===== src/rtl/fft_pkg.sv =====
// Shared definitions for the 4-point FFT datapath.
// Includes fixed-point formats, the Q8.8 to Q16.16 input conversion, and the twiddle constants.
package fft_pkg;

  localparam int FFT_POINTS = 4;
  localparam int Q_FRAC     = 16;
  localparam int IN_FRAC    = 8;

  // Twiddles in Q16.16: W0 = 1 + j0, W1 = 0 - j1
  localparam logic [31:0] W0_REAL = 32'h0001_0000;
  localparam logic [31:0] W0_IMAG = 32'h0000_0000;
  localparam logic [31:0] W1_REAL = 32'h0000_0000;
  localparam logic [31:0] W1_IMAG = 32'hFFFF_0000;

  typedef logic [1:0] fill_t;

  // The conversion is lossless. It sign-extends the integer part and pads the fraction from 8 to 16 bits.
  function automatic logic [31:0] q88_to_q1616(input logic [15:0] d);
    return {{8{d[15]}}, d, 8'h00};
  endfunction

endpackage


===== src/rtl/fft_frame_collector.sv =====
// Collects four Q8.8 samples into a Q16.16 frame (imag = 0) and presents it under valid/ready.
// Collection buffer and output buffer are independent, so the next frame fills while one waits.
module fft_frame_collector
  import fft_pkg::*;
#(
  parameter int IN_W  = 16,
  parameter int OUT_W = 32
) (
  input  logic             clk,
  input  logic             rst,
  input  logic             in_valid,
  input  logic [IN_W-1:0]  in_data,
  input  logic             frame_ready,
  output logic             frame_valid,
  output logic [OUT_W-1:0] frame_x0_real,
  output logic [OUT_W-1:0] frame_x1_real,
  output logic [OUT_W-1:0] frame_x2_real,
  output logic [OUT_W-1:0] frame_x3_real,
  output logic [OUT_W-1:0] frame_x0_imag,
  output logic [OUT_W-1:0] frame_x1_imag,
  output logic [OUT_W-1:0] frame_x2_imag,
  output logic [OUT_W-1:0] frame_x3_imag,
  output logic             overrun,
  output logic [7:0]       frame_count
);

  fill_t            fill;
  logic [OUT_W-1:0] collect_buf [0:FFT_POINTS-2];
  logic [OUT_W-1:0] out_buf     [0:FFT_POINTS-1];
  logic [OUT_W-1:0] in_word;
  logic             accept;
  logic             complete;
  logic             load;

  assign in_word  = q88_to_q1616(in_data);
  assign accept   = frame_valid && frame_ready;
  assign complete = in_valid && (fill == 2'd3);
  // The output buffer counts as free if it is empty or being accepted at this same edge.
  assign load     = complete && (!frame_valid || frame_ready);

  always_ff @(posedge clk) begin
    if (rst) begin
      fill        <= 2'd0;
      frame_valid <= 1'b0;
      overrun     <= 1'b0;
      frame_count <= 8'd0;
    end else begin
      if (in_valid)
        fill <= fill + 2'd1;
      if (load)
        frame_valid <= 1'b1;
      else if (accept)
        frame_valid <= 1'b0;
      if (complete && !load)
        overrun <= 1'b1;
      if (accept)
        frame_count <= frame_count + 8'd1;
    end
  end

  always_ff @(posedge clk) begin
    if (rst) begin
      for (int i = 0; i < FFT_POINTS - 1; i++)
        collect_buf[i] <= '0;
      for (int i = 0; i < FFT_POINTS; i++)
        out_buf[i] <= '0;
    end else begin
      if (in_valid) begin
        case (fill)
          2'd0:    collect_buf[0] <= in_word;
          2'd1:    collect_buf[1] <= in_word;
          2'd2:    collect_buf[2] <= in_word;
          default: ;
        endcase
      end
      // The completing sample goes straight to x3, so the collect buffer needs only three slots.
      if (load) begin
        out_buf[0] <= collect_buf[0];
        out_buf[1] <= collect_buf[1];
        out_buf[2] <= collect_buf[2];
        out_buf[3] <= in_word;
      end
    end
  end

  assign frame_x0_real = out_buf[0];
  assign frame_x1_real = out_buf[1];
  assign frame_x2_real = out_buf[2];
  assign frame_x3_real = out_buf[3];
  assign frame_x0_imag = '0;
  assign frame_x1_imag = '0;
  assign frame_x2_imag = '0;
  assign frame_x3_imag = '0;

endmodule


===== config.mk =====
export PLATFORM = sky130hd
export DESIGN_NAME = fft_frame_collector
export DESIGN_NICKNAME = d
export VERILOG_FILES = /design/src/rtl/fft_pkg.sv /design/src/rtl/fft_frame_collector.sv
export SDC_FILE = /design/constraint.sdc
export NUM_CORES = 1
export LEC_CHECK = 0
export ABC_CLOCK_PERIOD_IN_PS = 3400
export BUFFER_PORTS_ARGS = -buffer_cell sky130_fd_sc_hd__buf_2
export CAP_MARGIN = 20
export CELL_PAD_IN_SITES_DETAIL_PLACEMENT = 1
export CELL_PAD_IN_SITES_GLOBAL_PLACEMENT = 1
export CORE_ASPECT_RATIO = 0.75
export CORE_MARGIN = 10
export CORE_UTILIZATION = 30
export DETAILED_ROUTE_END_ITERATION = 7
export PLACE_DENSITY = 0.71
export SYNTH_ARGS = -nofsm -noshare
export SYNTH_HDL_FRONTEND = slang
export SYNTH_SLANG_ARGS = --single-unit

===== constraint.sdc =====
create_clock -name clk -period 3.4 [get_ports clk]
set_input_delay 1.02 -clock clk [delete_from_list [all_inputs] [get_ports clk]]
set_output_delay 1.02 -clock clk [all_outputs]
set_load 0.01 [all_outputs]

=== Word level (Yosys, flattened, before mapping) ===
Memories as Yosys holds them, arrays and structs flattened.
Cells that the tools add are included.

* Register bits after elaboration: 12
* RAM bits: 200
* Bits of input ports: 20
* Output and inout bits: 266
* Logic and storage cells: 53
* Memories kept: 2

* Add/sub/neg operators: 2
* Equality and inequality tests: 3
* Multiplexer cells: 26
* Bitwise operators: 7
* Reduce and logical (&&, ||, !) cells: 9

{| class="wikitable"
|+ Memory list
! memory !! words !! bits a word !! rd ports !! clocked after Yosys merged registers in !! write ports !! RTL line !! source
|-
| out_buf || 4 || 32 || 4 || 0 || 4 || fft_frame_collector.sv:29 || <nowiki>logic [OUT_W-1:0] out_buf [0:FFT_POINTS-1];</nowiki>
|-
| collect_buf || 3 || 24 || 3 || 0 || 3 || fft_frame_collector.sv:28 || <nowiki>logic [OUT_W-1:0] collect_buf [0:FFT_POINTS-2];</nowiki>
|}

{| class="wikitable"
|+ Operators by type and width
! kind !! count
|-
| 32-bit two-way mux || 4
|-
| 24-bit two-way mux || 3
|-
| 1-bit two-way mux || 19
|-
| 8-bit by 1-bit adder with 8-bit output (second input constant) || 1
|-
| 1-bit OR || 7
|-
| 2-bit equality test (second input constant) || 2
|-
| 1-bit logical AND || 4
|-
| 2-bit by 1-bit adder with 2-bit output (second input constant) || 1
|-
| 2-bit by 1-bit equality test with 1-bit output (second input constant) || 1
|-
| 1-bit zero test || 2
|-
| 2-bit zero test || 1
|-
| 2-bit nonzero test || 1
|-
| 1-bit logical OR || 1
|}

=== Logic depth before layout (Yosys ltp) ===
Gate-level depths: netlist of run 1.

* Word-level depth: 7
* Depth in mapped cells: 6
* Mapped depth without buffers: 5

=== Worst setup path before layout of run 1 ===
No wires, ideal clock.

* Kind: input to register
* From: input port in_valid
* To: memory out_buf[0][10] (enable)
* Library setup time: 0.398 ns
* Arrival: 2.140 ns
* Required time: 3.002 ns
* Slack: 0.862 ns
* Stages on the path: 2
* Buffers on the path: 1
* Cells stage by stage: buf_2 a31o_2

{| class="wikitable"
|+ RTL lines
! what !! RTL line !! source
|-
| start, declared || fft_frame_collector.sv:11 || <nowiki>input logic in_valid,</nowiki>
|-
| end, declared || fft_frame_collector.sv:29 ||
|}

==> key figures, run 1 <==
Logic synthesis
  – Synth Register Bits: ~120
  – Synth warnings: 0
  – Netlist cell types: 28
  – Cells after Synth: roughly 460
  – Seq/Total Area, Yosys: 0.603
  – Syn Area/Cell: between 10 and 15 um^2
  – Synthesized area: between 5000 and 6000 um^2

STA
  – Tmin final: approximately 2.1 ns
  – Worst slew pin tran: roughly 0.53 ns
  – Final period util: 0.627
  – # setup viols final: 0
  – Unrepaired setup endpoints after global routing: no
  – Worst Skew: between 0.01 and 0.015 ns
  – Final Hold Viols: 0
  – TNS Setup: 0 ns
  – Max transition margin: 0.649
  – Max Fclk: 469 MHz
  – Final Max Slew Viols: 0
  – Worst setup margin: approximately 1.3 ns

GRT
  – Largest net degree at the start of global routing: 65
  – Global-route wire length before repair: around 20 mm
  – Vias in the first global route: 3,236
  – Initial antenna violation count: 1
  – GRT overflow: 0
  – Total track usage: 0.101

Route
  – Vias: ~3,000
  – Via/cell ratio: 3.57
  – Drt pass-1 iters: 4
  – Remaining DRCs: 0
  – Post-DRT Antenna Nets: 0
  – WL per Instance: 16.3 um
  – Post-Route WL: 13.5 mm
  – DR iter-0 viols: around 160

Setup path
  – Nature of the critical path endpoint: output port
  – CP arrival: roughly 1.1 ns
  – Worst R2R Setup Slack: about 1.7 ns
  – CP max FO: 9
  – Setup CP Type: flip-flop to output port
  – Crit path buf inv count: 1
  – Worst path cell trace: buf_2
  – R2R Path Start: fill[0]$_SDFFE_PP0P_
  – Worst r2r dst: out_buf[1][15]$_SDFFCE_PN0P_
  – CP max stage delay: around 0.51 ns
  – Critical Path RT: roughly 2.4 ns
  – Worst path slowest cell: edfxtp_1
  – Critical path's top delay family: flip-flops
  – CP startpoint kind: flip-flop
  – FF-to-FF path depth: 3

Finish
  – Commonest non-fill, non-tap cell in the layout: conb_1
  – Fin nets: a little under 600
  – Layout area overhead: 10.8%
  – Ant diodes: 0
  – Most frequent cells in the layout: conb_1, buf_2, edfxtp_1, and2_1, clkbuf_16
  – Share of cells above drive strength 1: 0.275
  – Post-Layout Cell Count: roughly 830
  – Post-layout util: 0.340
  – Fill count: about 2,200

Hold path
  – Worst Hold Endpoint: frame_count[7]$_SDFFE_PP0P_
  – Hold Startpoint: frame_count[7]$_SDFFE_PP0P_
  – Hold Path Cell Cnt: 2
  – Hold Crit Class: flip-flop to flip-flop

Place
  – IO Port Bufs: roughly 130
  – Routability cong.: roughly 0.66
  – Placed cells: around 800
  – Setup WS pre-CTS: just over 0.6 ns
  – DP HPWL: approximately 10 mm

Floorplanning
  – Die footprint: 26,000 um^2
  – Row Count: 44
  – Core ar.: roughly 19,000 um^2
  – Die extent in x: about 180 um
  – IO Count: between 200 and 300
  – Die Y: 142 um
  – Starting Density: 0.307

Clock tree
  – Root buffer cell: clkbuf_16
  – TritonCTS Sinks: between 100 and 150
  – Reg clk slew, reported paths: roughly 0.050 ns
  – Hold_buf cts: 0
  – # resized after CTS: 0
  – Setup Buffers After CTS: 0
  – TritonCTS Buffers: 17
  – Max Buffers Root-to-Sink: 2
  – H-tree levels: 4
  – Clock insertion delay at the later pin of the skew report: around 0.40 ns
  – TritonCTS clock tree: done

Run
  – Max cap viols: 0

Power and ir drop
  – Peak VDD IR: around 0.25 mV
  – Leakage: 0.00300 uW
  – Power Density: about 560 nW/um^2

Status
  – Status: complete, no violations
==> synthesized netlist by cell type <==
master / count / area share
nand3_1: 5 / 0.0042
or4_1: 3 / 0.0038
a21oi_1: 7 / 0.0059
o21ai_0: 2 / 0.0017
edfxtp_1: 112 / 0.56
mux2i_1: 1 / 0.0017
nand3_2: 1 / 0.0017
buf_4: 199 / 0.25
conb_1: 1 / 0.00063
o31ai_1: 3 / 0.0038
nand2_1: 5 / 0.0031
clkbuf_1: 2 / 0.0013
ha_1: 5 / 0.010
xor2_1: 2 / 0.0029
and2_1: 80 / 0.084
buf_2: 2 / 0.0017
or3_1: 2 / 0.0021
a31o_2: 1 / 0.0015
nor3b_2: 1 / 0.0021
inv_1: 3 / 0.0019
nor3_1: 1 / 0.00084
dfxtp_1: 12 / 0.040
xnor2_1: 1 / 0.0015
nand2b_1: 1 / 0.0010
o21ba_2: 1 / 0.0017
nor2_1: 5 / 0.0031
and4b_1: 1 / 0.0017
a21o_1: 3 / 0.0038
==> flip-flops by register name, summed over array words and instances (netlist names) <==
name         cells
fill             2
collect_buf     48
frame_count      8
out_buf         64
frame_valid      1
overrun          1
==> where the power goes <==
part | total [uW] | internal, uW | switching [uW]
registers | 1780 | 1750 | 24.7
logic | 276 | 63.7 | 212
clock network | 1650 | 1050 | 600
==> cells by family (layout without fill, tap and decap cells) <==
kind of cell / count (synthesis) / in the layout / share of synthesized area
AO/OA/AOI/OAI: 17 / 17 / 0.0182
adder cells (fa/ha/maj): 5 / 5 / 0.0105
multiplexers: 1 / 1 / 0.00167
AND/OR/NAND/NOR: 105 / 105 / 0.107
other: 1 / 160 / 0.000627
flip-flops: 124 / 124 / 0.603
XOR/XNOR: 3 / 3 / 0.00440
buffers and inverters: 206 / 164 / 0.255
==> final cells by class <==
cell class	instances	area (um^2)	share of cell area
Timing Repair Buffer	131	696	0.105
Tap cell	253	317	0.0478
Clock inverter	11	104	0.0157
Clock buffer	19	433	0.0654
Multi-Input combinational cell	291	1460	0.220
Inverter	3	11.3	0.00170
Sequential cell	124	3600	0.544
==> per-layer routing <==
metal,track usage,routed length [um]
met3,0.0393,881
met2,0.192,7620
met4,0.0310,114
met5,0,0
met1,0.0992,4920
==> worst max-delay path by stage <==
| stage | startpoint | endpoint | slack (ns) | cells after the start |
|---|---|---|---|---|
| 5_1_grt | out_buf[0][30]$_SDFFCE_PN0P_ | frame_x0_real[25] | 1.20 | 1 |
| 2_1_floorplan | in_valid | out_buf[0][10]$_SDFFCE_PN0P_ | 0.86 | 2 |
| 6_report | out_buf[0][30]$_SDFFCE_PN0P_ | frame_x0_real[28] | 1.27 | 1 |
| 4_1_cts | frame_ready | out_buf[1][22]$_SDFFCE_PN0P_ | 1.04 | 4 |
| 3_5_place_dp | frame_ready | out_buf[1][22]$_SDFFCE_PN0P_ | 0.62 | 4 |
| 3_3_place_gp | frame_ready | out_buf[0][9]$_SDFFCE_PN0P_ | 0.72 | 4 |
==> stage by stage <==
| stage | instance area (um^2) | power, uW | hold WS (ns) |
|---|---|---|---|
| after floorplan | 6580 | 2130 | 0.496 |
| after global placement | 6070 | 2070 | 0.467 |
| after detailed placement | 6070 | 2080 | 0.487 |
| after CTS | 6600 | 3750 | 0.496 |
| after global routing | 6620 | 3860 | 0.532 |
| final | 6620 | 3710 | 0.491 |
No activity file was read; power rests on OpenSTA's default activity.
==> run 2: changes to the inputs <==
--- a/config.mk
+++ b/config.mk
@@ -5,7 +5,8 @@
 export SDC_FILE = /design/constraint.sdc
 export NUM_CORES = 1
 export LEC_CHECK = 0
-export ABC_CLOCK_PERIOD_IN_PS = 3400
+export ABC_AREA = 1
+export ABC_CLOCK_PERIOD_IN_PS = 1800
 export BUFFER_PORTS_ARGS = -buffer_cell sky130_fd_sc_hd__buf_2
 export CAP_MARGIN = 20
 export CELL_PAD_IN_SITES_DETAIL_PLACEMENT = 1
@@ -14,7 +15,7 @@
 export CORE_MARGIN = 10
 export CORE_UTILIZATION = 30
 export DETAILED_ROUTE_END_ITERATION = 7
-export PLACE_DENSITY = 0.71
+export PLACE_DENSITY = 0.75
 export SYNTH_ARGS = -nofsm -noshare
 export SYNTH_HDL_FRONTEND = slang
 export SYNTH_SLANG_ARGS = --single-unit
==> constraint.sdc (replaced) <==
create_clock -name clk -period 1.8 [get_ports clk]
set_input_delay 0.54 -clock clk [delete_from_list [all_inputs] [get_ports clk]]
set_output_delay 0.54 -clock clk [all_outputs]
set_load 0.01 [all_outputs]
==> key figures, run 2 <==
Status
  – Status: complete, no violations

Finish
  – Top reg by flops: out_buf
  – Layout area overhead: 11.9%
  – Top Registers: out_buf (64), collect_buf (48), frame_count (8)
  – Fill count: roughly 2,300
  – Share of cells above drive strength 1: 0.247
  – Max reg flops: 64
  – Post-layout util: 0.347
  – Commonest non-fill, non-tap cell in the layout: conb_1
  – Post-Layout Cell Count: 926
  – Fin nets: 689
  – Most frequent cells in the layout: conb_1, buf_2, edfxtp_1, nor2_1, inv_1

GRT
  – Largest net degree at the start of global routing: 39
  – Initial antenna violation count: 3
  – Global-route wire length before repair: between 20 and 25 mm
  – Total track usage: 0.102
  – GRT overflow: 0
  – Vias in the first global route: about 3,600

Clock tree
  – # resized after CTS: 0
  – TritonCTS clock tree: done
  – Root buffer cell: clkbuf_16
  – TritonCTS Buffers: 17
  – Setup Buffers After CTS: 0
  – Reg clk slew, reported paths: 0.05 ns
  – Max Buffers Root-to-Sink: 2
  – Hold_buf cts: 0
  – Clock insertion delay at the later pin of the skew report: 0.40 ns
  – TritonCTS Sinks: approximately 120
  – H-tree levels: 4

Floorplanning
  – Die Y: 143 um
  – Die extent in x: 184 um
  – IO Count: approximately 290
  – Die footprint: about 26,000 um^2
  – Core ar.: a little under 20,000 um^2
  – Row Count: 44
  – Starting Density: 0.310

Setup path
  – Critical path's top delay family: flip-flops
  – CP max FO: 9
  – Worst path cell trace: buf_2
  – CP max stage delay: 0.49 ns
  – Crit path buf inv count: 1
  – FF-to-FF path depth: 7
  – Nature of the critical path endpoint: output port
  – Worst r2r dst: collect_buf[0][36]$_DFFE_PP_
  – CP startpoint kind: flip-flop
  – CP arrival: about 1.1 ns
  – Worst path slowest cell: edfxtp_1
  – Worst setup startpoint: out_buf[0][30]$_SDFFCE_PN0P_
  – R2R Path Start: fill[0]$_SDFFE_PP0P_
  – Setup CP Type: flip-flop to output port
  – Worst R2R Setup Slack: around 0.25 ns
  – Critical Path RT: roughly 1.3 ns

Logic synthesis
  – Most common cell in the synthesized netlist: buf_4
  – Seq/Total Area, Yosys: 0.594
  – Yosys top cell by area: edfxtp_1
  – Share of the synthesized area in the top cell type: 0.554
  – Synth top cells by count: buf_4, edfxtp_1, nor2_1
  – Synth Register Bits: 124
  – Netlist cell types: 17
  – EDFF count, synth: around 110
  – Syn Area/Cell: 11.0 um^2
  – Synth top area cells: edfxtp_1, buf_4, nor2_1, inv_1, dfxtp_1
  – Synth warnings: 0
  – Share of flip-flops with an asynchronous set or reset: 0
  – Synthesized area: slightly above 6000 um^2
  – Cells after Synth: 550
  – Top_reg_cell synth: edfxtp_1

Power and ir drop
  – Sw Ratio: 0.233
  – Power Density: 1010 nW/um^2
  – Clock share of power: 0.426
  – Flop pwr share: 0.487
  – Pint: between 5000 and 6000 uW
  – Leakage: around 0.0033 uW
  – Combinational fraction of design power: 0.087
  – Sw power: between 1500 and 2000 uW
  – Peak VDD IR: about 0.63 mV

STA
  – Final Max Slew Viols: 0
  – Hold WS: about 0.34 ns
  – Final Hold Viols: 0
  – # setup viols final: 0
  – Worst setup margin: 0.175 ns
  – Max Fclk: 615 MHz
  – Tmin final: 1.63 ns
  – Worst Skew: 0.00704 ns
  – Final period util: 0.903
  – Unrepaired setup endpoints after global routing: no

Hold path
  – Worst Hold Endpoint: frame_valid$_SDFFE_PP0P_
  – Hold Startpoint: rst
  – Hold Path Cell Cnt: 2
  – Hold Crit Class: input port to flip-flop

Route
  – Drt pass-1 iters: 4
  – DR iter-0 viols: 160
  – Via/cell ratio: ~3.6
  – Remaining DRCs: 0
  – WL per Instance: between 15 and 20 um
  – Post-Route WL: between 10 and 15 mm
  – Vias: approximately 3,300
  – Post-DRT Antenna Nets: 0

Place
  – Setup WS pre-CTS: roughly 0.20 ns
  – DP HPWL: around 11 mm
  – Placed cells: 898
  – IO Port Bufs: ~130
  – Routability cong.: ~0.71

Run
  – Max cap viols: 0
[run 2: cell types whose count changed after synthesis, moves of 5 or more]
cell and change:
and2_1 -80, buf_6 +6, nand2_1 +11, inv_1 +81, buf_4 -7, o21ai_0 +5, nor2_1 +87
[run 2: how the worst max path moves through the flow]
stage	slack, ns	to	cells past startpoint
floorplan	-0.42	collect_buf[0][0]$_DFFE_PP_	2
global placement	0.22	out_buf[0][20]$_SDFFCE_PN0P_	5
detailed placement	0.20	out_buf[1][20]$_SDFFCE_PN0P_	5
CTS	0.14	frame_x0_real[24]	1
global route	0.10	frame_x0_real[23]	1
finish	0.17	frame_x0_real[26]	1
[run 2: cell families (layout without fill, tap and decap cells)]
kind of cell    after synthesis  after routing  synth area share
fa+ha+maj                     5              5            0.0103
buf+inv                     284            246             0.302
flops                       124            124             0.594
other cells                   1            162          0.000618
simple gates                119            119            0.0784
compound gates               17             17            0.0144
[run 2: power by group through the flow]
stage / Sequential, uW / Combinational [uW] / Clock (uW)
4_1_cts: 3360 / 591 / 3020
5_1_grt: 3370 / 671 / 3160
6_report: 3360 / 601 / 2930
3_5_place_dp: 3420 / 590 / 0
3_3_place_gp: 3410 / 579 / 0
2_1_floorplan: 3450 / 604 / 0
[run 2: through the flow]
stage	total power (uW)	TNS [ns]	instance area [um^2]
6_report	6890	0	6790
5_1_grt	7200	0	6790
4_1_cts	6970	0	6790
3_5_place_dp	4010	0	6300
3_3_place_gp	3990	0	6300
2_1_floorplan	4050	-37.11	6690
[run 2: layout make-up]
| cell class | count | area (um^2) | area share |
|---|---|---|---|
| sequential | 124 | 3600 | 0.531 |
| multi-input combinational | 301 | 1270 | 0.186 |
| timing repair buffer | 136 | 796 | 0.117 |
| clock buffer | 20 | 437 | 0.0643 |
| tap | 253 | 317 | 0.0466 |
| inverter | 84 | 315 | 0.0464 |
| clock inverter | 6 | 52.6 | 0.00774 |
| antenna | 2 | 5.00 | 0.000737 |
[run 2: layer usage]
metal,vias up,global-route usage,share of wire
li1,1592,-,-
met2,114,0.190,0.54
met5,-,0,0.0023
met1,1578,0.0958,0.36
met3,9,0.0537,0.086
met4,4,0.0297,0.0071
